$ cat src/rtl/int_ctrl_pkg.sv
// int_ctrl_pkg
//   Shared definitions for the interrupt controller: FSM state encoding,
//   register address map and parameter defaults.
package int_ctrl_pkg;

    localparam int NUM_SRC_DEF     = 5;
    localparam int SYNC_STAGES_DEF = 2;

    // Encoding is architecturally visible through STATUS[9:8].
    typedef enum logic [1:0] {
        ST_IDLE = 2'd0,
        ST_REQ  = 2'd1,
        ST_SERV = 2'd2
    } state_t;

    localparam logic [1:0] ADDR_PENDING = 2'd0;
    localparam logic [1:0] ADDR_MASK    = 2'd1;
    localparam logic [1:0] ADDR_EOI     = 2'd2;
    localparam logic [1:0] ADDR_STATUS  = 2'd3;

endpackage

$ cat src/rtl/int_sync_edge.sv
// int_sync_edge
//   Synchronises one asynchronous interrupt line and flags its rising edge.
//   Ports:
//     clk    - system clock
//     reset  - asynchronous active-low reset
//     i_irq  - raw asynchronous interrupt line
//     o_rise - one-cycle rising-edge flag, valid in the clk domain
module int_sync_edge
    import int_ctrl_pkg::*;
#(
    parameter int SYNC_STAGES = SYNC_STAGES_DEF
) (
    input  logic clk,
    input  logic reset,
    input  logic i_irq,
    output logic o_rise
);

    logic [SYNC_STAGES-1:0] r_sync;
    logic [SYNC_STAGES-1:0] r_fill;
    logic                   r_edge;
    logic                   r_armed;
    logic                   w_sync_out;

    assign w_sync_out = r_sync[SYNC_STAGES-1];

    // r_fill marks when the synchroniser output holds a sample taken after
    // reset release. r_armed is only set once such a sample reads 0, so a
    // line already high at release never produces an edge.
    always_ff @(posedge clk or negedge reset) begin
        if (!reset) begin
            r_sync  <= '0;
            r_fill  <= '0;
            r_edge  <= 1'b0;
            r_armed <= 1'b0;
        end else begin
            r_sync <= (r_sync << 1) | SYNC_STAGES'(i_irq);
            r_fill <= (r_fill << 1) | SYNC_STAGES'(1'b1);
            r_edge <= w_sync_out;
            if (r_fill[SYNC_STAGES-1] && !w_sync_out) begin
                r_armed <= 1'b1;
            end
        end
    end

    assign o_rise = w_sync_out & ~r_edge & r_armed;

endmodule

$ cat src/rtl/int_ctrl.sv
// int_ctrl
//   Edge-triggered interrupt controller with PENDING/MASK registers, fixed
//   priority (bit 0 highest) and an IDLE -> REQ -> SERV service handshake.
//   Ports:
//     clk, reset     - clock, asynchronous active-low reset
//     irq_in         - asynchronous interrupt lines (rising edge significant)
//     Ireq, gntInt   - registered request and one-hot grant to the CPU
//     Iack           - CPU acknowledge pulse (honoured only in REQ)
//     stb_i, we_i, addr_i, dat_i - bus request (0 PENDING, 1 MASK, 2 EOI, 3 STATUS)
//     dat_o, ack_o   - bus response; dat_o is zero whenever ack_o is low
//   Bus handshake: an access is accepted on an edge where stb_i=1 and ack_o=0;
//   ack_o is high for the following cycle, writes take effect on that same
//   accepting edge, and read data is captured from pre-edge register state.
module int_ctrl
    import int_ctrl_pkg::*;
#(
    parameter int NUM_SRC     = NUM_SRC_DEF,
    parameter int SYNC_STAGES = SYNC_STAGES_DEF
) (
    input  logic               clk,
    input  logic               reset,
    input  logic [NUM_SRC-1:0] irq_in,
    output logic               Ireq,
    output logic [NUM_SRC-1:0] gntInt,
    input  logic               Iack,
    input  logic               stb_i,
    input  logic               we_i,
    input  logic [1:0]         addr_i,
    input  logic [31:0]        dat_i,
    output logic [31:0]        dat_o,
    output logic               ack_o
);

    logic [NUM_SRC-1:0] w_rise;
    logic [NUM_SRC-1:0] r_pend;
    logic [NUM_SRC-1:0] r_mask;
    logic [NUM_SRC-1:0] r_gnt;
    logic [NUM_SRC-1:0] w_gnt_nxt;
    logic [NUM_SRC-1:0] w_cand;
    logic [NUM_SRC-1:0] w_pick;
    logic [NUM_SRC-1:0] w_w1c;
    logic [NUM_SRC-1:0] w_iack_clr;
    state_t             r_state;
    state_t             w_state_nxt;
    logic               r_ireq;
    logic               w_ireq_nxt;
    logic               r_ack;
    logic [31:0]        r_dat;
    logic [31:0]        w_rd_data;
    logic               w_acc;
    logic               w_wr;
    logic               w_eoi;
    logic               w_unused_dat;

    for (genvar g = 0; g < NUM_SRC; g++) begin : g_src
        int_sync_edge #(.SYNC_STAGES(SYNC_STAGES)) u_sync (
            .clk    (clk),
            .reset  (reset),
            .i_irq  (irq_in[g]),
            .o_rise (w_rise[g])
        );
    end

    // Bus decode: a held strobe is accepted every other cycle.
    assign w_acc = stb_i & ~r_ack;
    assign w_wr  = w_acc & we_i;
    assign w_eoi = w_wr && (addr_i == ADDR_EOI);
    assign w_w1c = (w_wr && (addr_i == ADDR_PENDING)) ? dat_i[NUM_SRC-1:0] : '0;
    assign w_unused_dat = ^dat_i[31:NUM_SRC];

    assign w_iack_clr = ((r_state == ST_REQ) && Iack) ? r_gnt : '0;

    // Lowest set bit of the candidate set is the highest priority.
    assign w_cand = r_pend & r_mask;
    assign w_pick = w_cand & (~w_cand + NUM_SRC'(1));

    // STATUS layout assumes NUM_SRC <= 8 so the grant never reaches bit 8.
    always_comb begin
        w_rd_data = '0;
        case (addr_i)
            ADDR_PENDING: w_rd_data[NUM_SRC-1:0] = r_pend;
            ADDR_MASK:    w_rd_data[NUM_SRC-1:0] = r_mask;
            ADDR_STATUS: begin
                w_rd_data[9:8]         = r_state;
                w_rd_data[NUM_SRC-1:0] = r_gnt;
            end
            default:      w_rd_data = '0;
        endcase
    end

    // Registers and bus response. An edge arriving on the same cycle as a
    // clear (W1C or Iack) wins because it is OR-ed in after the clear.
    always_ff @(posedge clk or negedge reset) begin
        if (!reset) begin
            r_pend <= '0;
            r_mask <= '0;
            r_ack  <= 1'b0;
            r_dat  <= '0;
        end else begin
            r_pend <= (r_pend & ~w_w1c & ~w_iack_clr) | w_rise;
            if (w_wr && (addr_i == ADDR_MASK)) begin
                r_mask <= dat_i[NUM_SRC-1:0];
            end
            r_ack <= w_acc;
            r_dat <= (w_acc && !we_i) ? w_rd_data : '0;
        end
    end

    // FSM state register; grant and request are registered alongside it.
    always_ff @(posedge clk or negedge reset) begin
        if (!reset) begin
            r_state <= ST_IDLE;
            r_gnt   <= '0;
            r_ireq  <= 1'b0;
        end else begin
            r_state <= w_state_nxt;
            r_gnt   <= w_gnt_nxt;
            r_ireq  <= w_ireq_nxt;
        end
    end

    // Once granted, the source is held until EOI; masking it in REQ does not
    // withdraw the request.
    always_comb begin
        w_state_nxt = r_state;
        w_gnt_nxt   = r_gnt;
        w_ireq_nxt  = r_ireq;
        case (r_state)
            ST_IDLE: begin
                if (|w_cand) begin
                    w_state_nxt = ST_REQ;
                    w_gnt_nxt   = w_pick;
                    w_ireq_nxt  = 1'b1;
                end
            end
            ST_REQ: begin
                if (Iack) begin
                    w_state_nxt = ST_SERV;
                    w_ireq_nxt  = 1'b0;
                end
            end
            ST_SERV: begin
                if (w_eoi) begin
                    w_state_nxt = ST_IDLE;
                    w_gnt_nxt   = '0;
                end
            end
            default: begin
                w_state_nxt = ST_IDLE;
                w_gnt_nxt   = '0;
                w_ireq_nxt  = 1'b0;
            end
        endcase
    end

    assign Ireq   = r_ireq;
    assign gntInt = r_gnt;
    assign ack_o  = r_ack;
    assign dat_o  = r_dat;

endmodule

$ cat config.mk
export PLATFORM = sky130hd
export DESIGN_NAME = int_ctrl
export DESIGN_NICKNAME = d
export VERILOG_FILES = /design/src/rtl/int_ctrl_pkg.sv /design/src/rtl/int_sync_edge.sv /design/src/rtl/int_ctrl.sv
export SDC_FILE = /design/constraint.sdc
export NUM_CORES = 1
export LEC_CHECK = 0
export ABC_AREA = 1
export CORE_MARGIN = 2
export CORE_UTILIZATION = 43
export DETAILED_ROUTE_END_ITERATION = 8
export PLACE_DENSITY = 0.9
export SYNTH_ARGS = -nofsm -noshare
export SYNTH_HDL_FRONTEND = slang
export SYNTH_SLANG_ARGS = --single-unit
$ cat constraint.sdc
create_clock -name clk -period 1.4 [get_ports clk]
set_input_delay 0.28 -clock clk [delete_from_list [all_inputs] [get_ports clk]]
set_output_delay 0.28 -clock clk [all_outputs]
set_load 0.03 [all_outputs]
; ---- After elaboration in Yosys (flattened, before gate mapping)
; Index checks and enable logic that the tools add are counted.
[totals]
output_inout_bits = 39
wordCells = 106
in_bits = 44
regBits = 59
[classes]
muxes = 15
bitwise_logic = 33
eq_ne = 8
n_reduce_logical = 22
addsub = 1
[ops]
columns = operator, n
row1 = $pmux 5 s3, 2
row2 = $and 5x5->5, 4
row3 = $mux 5, 4
row4 = $not 5->5, 3
row5 = $and 1x1->1, 12
row6 = $logic_and 1x1->1, 10
row7 = $mux 10, 1
row8 = $or 2x1->2, 5
row9 = $reduce_and 3->1, 3
row10 = $mux 2, 4
row11 = $not 1->1, 8
row12 = $eq 2x2->1 const B, 3
row13 = $logic_not 1->1, 6
row14 = $ne 2x2->1 const B, 3
row15 = $pmux 2 s3, 1
row16 = $add 5x1->5 const B, 1
row17 = $or 5x5->5, 1
row18 = $reduce_or 5->1, 1
row19 = $eq 2x1->1 const B, 2
row20 = $logic_not 2->1, 2
row21 = $pmux 1 s3, 1
row22 = $mux 1, 2

; ---- Depth between registers and ports, before layout
[depth]
word_depth = 9
depth_mapped = 7
depth_no_buf = 7

; ---- Cells and area by module
; A second synthesis with hierarchy kept.
[hier_totals]
cells_unflattened = 244
area_unflattened_um2 = 2298.5
[by_module_without_submodules]
columns = module, area_each_um2, instances, seq_area_each_um2, cells_per_inst
row1 = int_ctrl, 1403.8, 1, 650.6, 179
row2 = int_sync_edge, 178.9, 5, 150.1, 13

; ---- Least setup slack after synthesis
; OpenSTA, ideal clock, no wires.
[synth_path]
path_kind = flip-flop to flip-flop
start = register r_ack, in the netlist ack_o
end = register r_gnt[0], in the netlist gntInt[0]
path_buffers = 0
slack_ps = 201
setup_ps = 118
arrival_time_ps = 1080
t_required_ps = 1282
stages_incl_launch_ff = 7
period_less_slack_ps = 1199
cell_sequence = dfrtp_1 inv_1 nand3_2 o21ai_2 nand3_2 nand2_1 nand2_1
[synth_via]
elab_chain_len = 6
[synth_lines]
columns = element, line
row1 = from (decl), int_ctrl.sv:47  ; logic r_ack;
row2 = from (signal assigned), int_ctrl.sv:104  ; r_ack <= w_acc;
row3 = $not 1->1, int_ctrl.sv:65  ; assign w_acc = stb_i & ~r_ack;
row4 = $and 1x1->1, int_ctrl.sv:65
row5 = $and 1x1->1, int_ctrl.sv:66  ; assign w_wr = w_acc & we_i;
row6 = $logic_and 1x1->1, int_ctrl.sv:67  ; assign w_eoi = w_wr && (addr_i == ADDR_EOI);
row7 = $ne 2x2->1 (no source line), --
row8 = $reduce_and 3->1 (no source line), --
row9 = to (signal assigned), int_ctrl.sv:117  ; r_gnt <= w_gnt_nxt;
row10 = to (decl), int_ctrl.sv:37  ; logic [NUM_SRC-1:0] r_gnt;
; No other way between the ends.
; A chain may end at the register's enable or synchronous reset.

; ---- Final worst setup path
[layout_path]
start = register r_gnt[1], in the netlist gntInt[1]
end = output gntInt[1]
[layout_rtl]
columns = element, line
row1 = to (decl), int_ctrl.sv:24  ; output logic [NUM_SRC-1:0] gntInt,
; No word-level cell between the ends.

==> reports/metrics.yaml <==
run_status:
  status: "completed"
synth:
  ys_ff_latch: 48
  yosys.area_share.simple_pct: 20.23
  synthMuxAreaShare_pct: 0
  synthAdderAreaFrac_pct: 0
  synth_top_family_by_area: "simple AND/OR/NAND/NOR gates"
  ys_types: 21
  syn_avg_cell_area_sq_um: 9.375
  yosys_warnings: 0
  synth_compound_area_share_pct: 5.545
  syn_area_sq_mm: 0.002053
  synth_xor_area_share_pct: 0
  ys_seq_area_share_pct: 58.50
  synth_cells: 219
final_layout:
  regArea_sq_mm: 0.001201
  drive_gt1_share_pct: 13.58
  n_antenna_cell: 0
  syn2layout_area_growth_pct: 20.48
  fillers: 406
  multiInputGateArea_sq_um: 626.9
  stdcell_area_sq_mm: 0.002474
  nets: 308
clock_tree:
  htreeDepth: 2
  cts.sinks: 48
  ctsRootBufferMaster: "clkbuf_8"
  clk_pin_slew_worst_paths_ns: 0.08
  clk_latency_ns: 0.30
  cts_setup_buffers: 0
  numCtsBuffers: 5
  cts_tree: "done"
  clockBufferDepth: 2
floorplan:
  core_sq_mm: 0.004661
  die_height_um: 73.10
  io_pins: 83
  start_util_pct: 44.05
  fp.dieW_um: 73.10
  row_count: 25
  die_area_sq_mm: 0.005344
sta:
  timing_hold_violations_final: 0
  drv_slew: 0
  fin_setup_tns_ns: 0
  holdWs_ns: 0.3515
  fin_crit_ns: 1.338
  min_period_over_period_pct: 95.56
  setup_viol: 0
  rsz0062_at_grt: "no"
  fmax_mhz: 747.5
  fin_worst_skew_ns: 0.004630
setup_path:
  required_ns: 1.12
  slowest_stage: "dlygate4sd2_1"
  crit_chain: "dlygate4sd2_1"
  rrSetupSlack_ns: 0.20
  r2r_cells: 6
  critPathCaptureType: "output port"
  crit_type: "flop to output port"
  start_kind: "flop"
  path_buf_inv: 1
  critical-path-top-delay-family: "buffers and inverters"
  cp_data_arrival_time_ns: 1.06
  r2r_end: "r_pend[1]"
  r2r_start: "ack_o"
  crit_fanout: 2
  critPathMaxStageDelay_ns: 0.40
power_and_ir_drop:
  p_per_area_mw_per_mm2: 1469
  finalPower_mw: 3.633
  ir_drop_uv: 837.9
  p_leak_nw: 1.330
routing:
  avgViaCountPerCell: 4.445
  ant_nets: 0
  routed_wl_um: 3295
  dr.first_iter.drc_count: 123
  dr_total_vias: 1418
  drt_pass1_iterations: 4
  drc: 0
  routedWlPerCell_um: 10.33
global_routing:
  grt_pass1_wl_um: 5658
  top_usage_layer: "met2"
  use_met1_pct: 15.20
  grt_pass1_vias: 1411
  antenna_found_initial: 0
  grt_use_met3_pct: 4.144
  grtUsageMet2_pct: 23.92
  globalRouteTotalUtil_pct: 13.83
  grt_max_degree: 49
  overflow: 0
worst_hold_path:
  hold_depth: 0
  worstHoldPathType: "flop to flop"
  min-delay-start: "g_src[0].u_sync.r_sync[0]"
  min_to: "g_src[0].u_sync.r_sync[1]"
place:
  gp_congestion: 0.8740
  dpl.hpwl_um: 2457
  dpl_cell_area_sq_mm: 0.002384
  port-buffer-count: 30
flow_run:
  cap_viol_max_count: 0
[sequential cells by signal, summed over array words and instances, names as in the netlist]
name,flops
Ireq,1
ack_o,1
dat_o,7
g_src.u_sync.r_armed,5
g_src.u_sync.r_edge,5
g_src.u_sync.r_fill,2
g_src.u_sync.r_sync,10
gntInt,5
r_mask,5
r_pend,5
r_state,2
[worst max-delay path by stage]
stage               startpoint   endpoint  slack (ns)  cells past startpoint
floorplan                ack_o  gntInt[0]        0.20                      6
global placement          we_i  r_pend[4]       -0.11                      6
detailed placement        we_i  r_pend[1]       -0.14                      6
CTS                  gntInt[1]  gntInt[1]        0.06                      1
global route         gntInt[1]  gntInt[1]        0.02                      1
finish               gntInt[1]  gntInt[1]        0.06                      1
[layout by cell type, fill, tap and decap left out, types with 2 or more instances in the layout]
cell type,synthesis,layout
inv_1,27,27
nand2_2,3,3
nand3_1,10,10
buf_4,25,10
clkbuf_8,0,6
nand2_1,64,64
nand4_1,2,2
conb_1,2,26
o211ai_1,5,5
nor2_4,2,2
o21ai_1,5,5
nor2_1,5,5
nor2_2,2,2
nand3_2,2,2
nor3_1,2,2
o31ai_1,5,5
dlygate4sd2_1,0,11
clkdlybuf4s50_1,0,15
inv_2,6,6
dfrtp_1,48,48
[cell families after synthesis]
| kind of cell | count (synthesis) |
|---|---|
| simple gates | 93 |
| flops | 48 |
| compound gates | 17 |
| other cells | 2 |
| buf+inv | 59 |
[what timing repair did]
action,4_1_cts,5_1_grt
endpoints found under the setup margin,11,0
hold endpoints to repair,48,0
hold buffers,1,0
resized for setup,11,0
[metrics by stage]
step / setup WS, ns / std cells / util (%)
after floorplan: 0.2015 / 243 / -
after global placement: -0.1115 / 310 / 51.14
after detailed placement: -0.1395 / 310 / 51.14
after CTS: 0.05542 / 319 / 53.07
after global routing: 0.02208 / 319 / 53.07
final: 0.06213 / 319 / 53.07
[cell type report]
type                       instances  area share [%]
tap                               54           2.731
clock buffer                       7           3.490
multi-input combinational        136           25.34
timing repair buffer              39           14.42
clock inverter                     1          0.3035
sequential                        48           48.56
inverter                          34           5.159
[synthesized netlist by cell type]
cell / count / share of area, %
inv_2: 6 / 1.1
nand2_1: 64 / 12
nor2_4: 2 / 1.1
o31ai_1: 5 / 1.8
nand4_1: 2 / 0.61
nand3_2: 2 / 0.98
o21ai_0: 1 / 0.24
o21ai_1: 5 / 1.2
nor2_2: 2 / 0.61
inv_1: 27 / 4.9
nor3_2: 1 / 0.49
clkinv_1: 1 / 0.18
nor3_1: 2 / 0.49
nand2_2: 3 / 0.91
buf_4: 25 / 9.1
nand3_1: 10 / 2.4
dfrtp_1: 48 / 59
conb_1: 2 / 0.37
o21ai_2: 1 / 0.43
nor2_1: 5 / 0.91
o211ai_1: 5 / 1.8
[routing by layer]
layer / up-vias / wire length, um
met5: - / 0
met4: 0 / 70
met3: 7 / 188
met2: 52 / 1636
li1: 713 / -
met1: 646 / 1400
[power breakdown]
| part | leakage [nW] | internal, mW | switching, mW |
|---|---|---|---|
| clock network | 0.0445 | 0.401 | 0.440 |
| registers | 0.563 | 1.58 | 0.145 |
| logic | 0.723 | 0.357 | 0.709 |
Note: power is estimated with default switching activity, not from simulation.
